==> src/rtl/cache.sv <==
// Direct-mapped, write-through, no-write-allocate cache with 4-word lines.
// Reads hit in zero cycles; misses refill the whole line, and writes always go to memory.
module cache #(
    parameter int INDEX_BITS = 5
) (
    input  logic        clk,
    input  logic        rst,
    input  logic        cpu_req,
    input  logic        cpu_we,
    input  logic [31:0] cpu_addr,
    input  logic [31:0] cpu_wdata,
    output logic [31:0] cpu_rdata,
    output logic        cpu_ready,
    output logic        mem_req,
    output logic        mem_we,
    output logic [31:0] mem_addr,
    output logic [31:0] mem_wdata,
    input  logic [31:0] mem_rdata,
    input  logic        mem_ready
);

    localparam int LINES    = 1 << INDEX_BITS;
    localparam int TAG_BITS = 28 - INDEX_BITS;

    typedef enum logic [1:0] {
        IDLE   = 2'd0,
        REFILL = 2'd1,
        WRITE  = 2'd2
    } state_t;

    state_t               state_q, state_d;
    logic [1:0]           beat_q, beat_d;
    logic [LINES-1:0]     valid_q, valid_d;

    logic [TAG_BITS-1:0]  tag_mem  [LINES];
    logic [31:0]          data_mem [LINES*4];

    logic [TAG_BITS-1:0]  addr_tag;
    logic [INDEX_BITS-1:0] addr_index;
    logic [1:0]           addr_word;
    logic                 hit;

    logic                 data_we;
    logic [INDEX_BITS+1:0] data_waddr;
    logic [31:0]          data_wval;
    logic                 tag_we;
    logic                 unused_addr_bits;

    assign addr_tag         = cpu_addr[31:4+INDEX_BITS];
    assign addr_index       = cpu_addr[3+INDEX_BITS:4];
    assign addr_word        = cpu_addr[3:2];
    assign hit              = valid_q[addr_index] && (tag_mem[addr_index] == addr_tag);
    assign unused_addr_bits = ^cpu_addr[1:0];

    always_comb begin
        state_d    = state_q;
        beat_d     = beat_q;
        valid_d    = valid_q;
        cpu_ready  = 1'b0;
        cpu_rdata  = 32'h0;
        mem_req    = 1'b0;
        mem_we     = 1'b0;
        mem_addr   = 32'h0;
        mem_wdata  = 32'h0;
        data_we    = 1'b0;
        data_waddr = {addr_index, addr_word};
        data_wval  = cpu_wdata;
        tag_we     = 1'b0;
        case (state_q)
            IDLE: begin
                if (cpu_req) begin
                    if (cpu_we) begin
                        state_d = WRITE;
                    end else if (hit) begin
                        cpu_ready = 1'b1;
                        cpu_rdata = data_mem[{addr_index, addr_word}];
                    end else begin
                        // Drop the victim now so an aborted refill never leaves stale words marked valid.
                        state_d             = REFILL;
                        beat_d              = 2'd0;
                        valid_d[addr_index] = 1'b0;
                    end
                end
            end
            REFILL: begin
                mem_req  = 1'b1;
                mem_addr = {cpu_addr[31:4], beat_q, 2'b00};
                if (mem_ready) begin
                    data_we    = 1'b1;
                    data_waddr = {addr_index, beat_q};
                    data_wval  = mem_rdata;
                    beat_d     = beat_q + 2'd1;
                    if (beat_q == 2'd3) begin
                        valid_d[addr_index] = 1'b1;
                        tag_we              = 1'b1;
                        state_d             = IDLE;
                    end
                end
            end
            WRITE: begin
                mem_req   = 1'b1;
                mem_we    = 1'b1;
                mem_addr  = {cpu_addr[31:2], 2'b00};
                mem_wdata = cpu_wdata;
                if (mem_ready) begin
                    cpu_ready = 1'b1;
                    data_we   = hit;
                    state_d   = IDLE;
                end
            end
            default: state_d = IDLE;
        endcase
    end

    always_ff @(posedge clk or posedge rst) begin
        if (rst) begin
            state_q <= IDLE;
            beat_q  <= 2'd0;
            valid_q <= '0;
        end else begin
            state_q <= state_d;
            beat_q  <= beat_d;
            valid_q <= valid_d;
        end
    end

    // Data and tag storage carry no reset; the valid bits alone qualify them.
    always_ff @(posedge clk) begin
        if (data_we) data_mem[data_waddr] <= data_wval;
        if (tag_we) tag_mem[addr_index] <= addr_tag;
    end

endmodule

==> config.mk <==
export PLATFORM = sky130hd
export DESIGN_NAME = cache
export DESIGN_NICKNAME = d
export VERILOG_FILES = /design/src/rtl/cache.sv
export SDC_FILE = /design/constraint.sdc
export NUM_CORES = 2
export LEC_CHECK = 0
export CORE_MARGIN = 4
export CORE_UTILIZATION = 55
export CTS_CLUSTER_SIZE = 20
export DETAILED_ROUTE_END_ITERATION = 10
export GPL_ROUTABILITY_DRIVEN = 0
export PLACE_DENSITY_LB_ADDON = 0.08
export SYNTH_ARGS = -nofsm -noshare
export SYNTH_HDL_FRONTEND = slang
export SYNTH_MEMORY_MAX_BITS = 65536
export SYNTH_SLANG_ARGS = --single-unit
==> constraint.sdc <==
create_clock -name clk -period 9.8 [get_ports clk]
set_input_delay 1.47 -clock clk [delete_from_list [all_inputs] [get_ports clk]]
set_output_delay 1.47 -clock clk [all_outputs]
set_load 0.03 [all_outputs]
==> metrics.txt <==
status=finished, final reports clean; Vert. Die Dim=592 um; WL final=515000 um; Slew Limit Headroom=8.35%; initial DRC count=13.3k; die area=350000 sq um; CTS Sinks=4868; core area=340000 sq um; Via Count=91.4k; LEAKAGE=0.0672 uW; post-synthesis sequential area ratio=77.8%; most common cell after layout, fill and taps aside=edfxtp_1; Gate Count Post-Synth=8151; Synth Flop Type=edfxtp_1; Clock Tree Buf Depth=4; min Tclk post-route=8.84 ns; Tcrit/Tclk final=90.2%; Startpoint Class=primary input; synth unique cells=74; #FFs+latches synth=4868; Post-synth EDFFs=4832; H-tree levels=5; CP Capture Type=output pin; Starting Density=55.2%; Critical Path RT=8.33 ns; Yosys Warn Count=0; HPWL Detailed=294000 um; Setup Buffers After CTS=0; DRC=0; first-pass GRT wire length=716000 um; fmax=0.113 GHz; drt wl/cell=37.5 um; Post-CTS Hold Buffers=0; Max-cap violations=0; Clock Latency Late Sink=1.00 ns; VDD IR-drop max=190 uV; Rows=214; number of global-route vias before repair=90.5k; kind of critical path=primary input to output pin; die width=592 um; total global routing track utilization=29.5%; Syn Area/Cell=23.0 sq um; Final #Nets=8871; Async SR Flop Fraction=0.740%; fillers=22.6k; Hold WS=0.507 ns; initial antenna violation count=48; Boundary Pins=200; root buf cell=clkbuf_16; Clock transition at path regs=0.06 ns; Post-Syn Area=188000 sq um; TritonRoute pass-1 iters=6; CTS tree=built; GR Overflow Total=0; Tightest Pin Transition=1.36 ns; area delta synth->final=14.1%; final setup fails=0; Pins Over Slew Limit=0; RSZ-0062 raised after global routing=false; most frequent cells in the layout=edfxtp_1, mux4_2, clkbuf_16, mux2i_1, buf_4; post_cts resized=0; pin count of the biggest net entering global routing=126; layout cells sized above 1=29.1%; PortBufs=195; Arr. time, crit path=7.37 ns; Num CTS Buffers=481; Min-Delay Path Class=register to register; Final Hold Viols=0; vias per inst=6.65; setup TNS=0 ns; Worst Skew=0.0432 ns; number of nets with antenna violations after detailed routing=0; Pwr per Cell Area=214 nW/um^2; CP Max Fanout=46
## per-layer routing
metal / GRT usage (%) / vias to the layer above / wire [um]
met4: 9.45 / 10 / 17800
met1: 43.1 / 49500 / 200000
met5: 0 / - / 69
met2: 45.4 / 4967 / 243000
met3: 6.17 / 781 / 54100
li1: - / 36100 / -
## kinds of logic after synthesis
group,count (synthesis),synth area share [%]
other,1,0.00200
buffers and inverters,479,1.11
AOI/OAI and AO/OA,396,1.35
and+or+nand+nor,619,1.59
muxes,1776,18.0
adders and majority gates,4,0.0267
xor gates and xnor gates,8,0.0374
DFF,4868,77.8
## registers in the layout, summed over array words and instances (netlist names), named ones only
name	cells
data_mem	4096
state_q	2
tag_mem	736
beat_q	2
## final cells by class
type | instances | area (sq um) | area share [%]
diodes | 26 | 65.1 | 0.0304
clock buffers | 587 | 12600 | 5.90
clock inverters | 298 | 2580 | 1.20
inverters | 10 | 45.0 | 0.0210
multi-input cells | 2805 | 40900 | 19.1
flip-flops and latches | 4868 | 146000 | 68.2
well taps | 4536 | 5680 | 2.65
repair buffers | 600 | 6080 | 2.84
## synth_stat cells (4+ instances only)
cell,n,area (sq um)
a2111oi_0,9,78.8
nor2_1,241,905
buf_6,8,90.1
buf_4,19,143
o211ai_1,13,97.6
o22ai_1,218,1360
nand4bb_1,7,78.8
nand2_1,134,503
clkbuf_1,251,942
a2111oi_1,4,40.0
mux2i_1,420,4200
nand4_1,6,37.5
o21ai_0,46,230
buf_1,65,244
and3_1,9,56.3
nand3_1,18,90.1
a21oi_1,45,225
or2_2,4,25.0
a21o_1,7,52.6
ha_1,4,50.1
buf_2,125,626
nor4_1,46,288
xor2_1,5,43.8
and2_1,63,394
o221ai_1,9,78.8
inv_1,9,33.8
mux2_2,79,890
mux4_2,1276,28700
a22oi_1,6,45.0
a211oi_1,13,97.6
edfxtp_1,4832,145000
nor2b_1,9,56.3
nand2b_1,12,75.1
nor3_1,44,220
dfrtp_1,36,901
## metrics by stage
step | std cells | worst slack [ns] | total power (uW) | utilization, % | instance area [sq um]
global route | 13700 | 0.873 | 47100 | 63.0 | 214000
detailed placement | 12800 | 0.921 | 28300 | 58.5 | 199000
CTS | 13700 | 0.894 | 46000 | 63.0 | 214000
floorplan | 8152 | 2.55 | 26300 | - | 188000
global placement | 12800 | 0.923 | 28200 | 58.5 | 199000
finish | 13700 | 0.961 | 45700 | 63.0 | 214000
## critical path: stages
cell	delay, ns
clkbuf_8	0.27
nand4bb_2	1.16
buf_4	0.55
o22ai_1	0.22
nor4_1	0.11
and3_1	0.18
nor4_1	0.86
buf_4	0.26
nand4_1	0.13
or4_2	0.64
buf_4	0.43
a21oi_1	0.75
buf_12	0.20
## where the power goes
part / leakage (uW) / internal, uW / switching (uW)
sequential: 0.0439 / 23800 / 29.6
combinational: 0.0159 / 1090 / 2920
clock: 0.00746 / 10200 / 7670
## path summary, 6_finish.rpt
path,from,end,slack [ns],cells past startpoint
min in group asynchronous,rst,asynchronous set/reset pin,0.96,3
hold / removal,register,register,0.51,1
max in group asynchronous,rst,asynchronous set/reset pin,8.45,3
setup / recovery,cpu_addr[6],cpu_rdata[7],0.96,13
setup reg to reg,tag_mem[30][7]$_DFFE_PP_,data_mem[91][14]$_DFFE_PP_,4.65,13
hold reg to reg,register,register,0.51,1
Note: power is estimated with default switching activity, not from simulation.
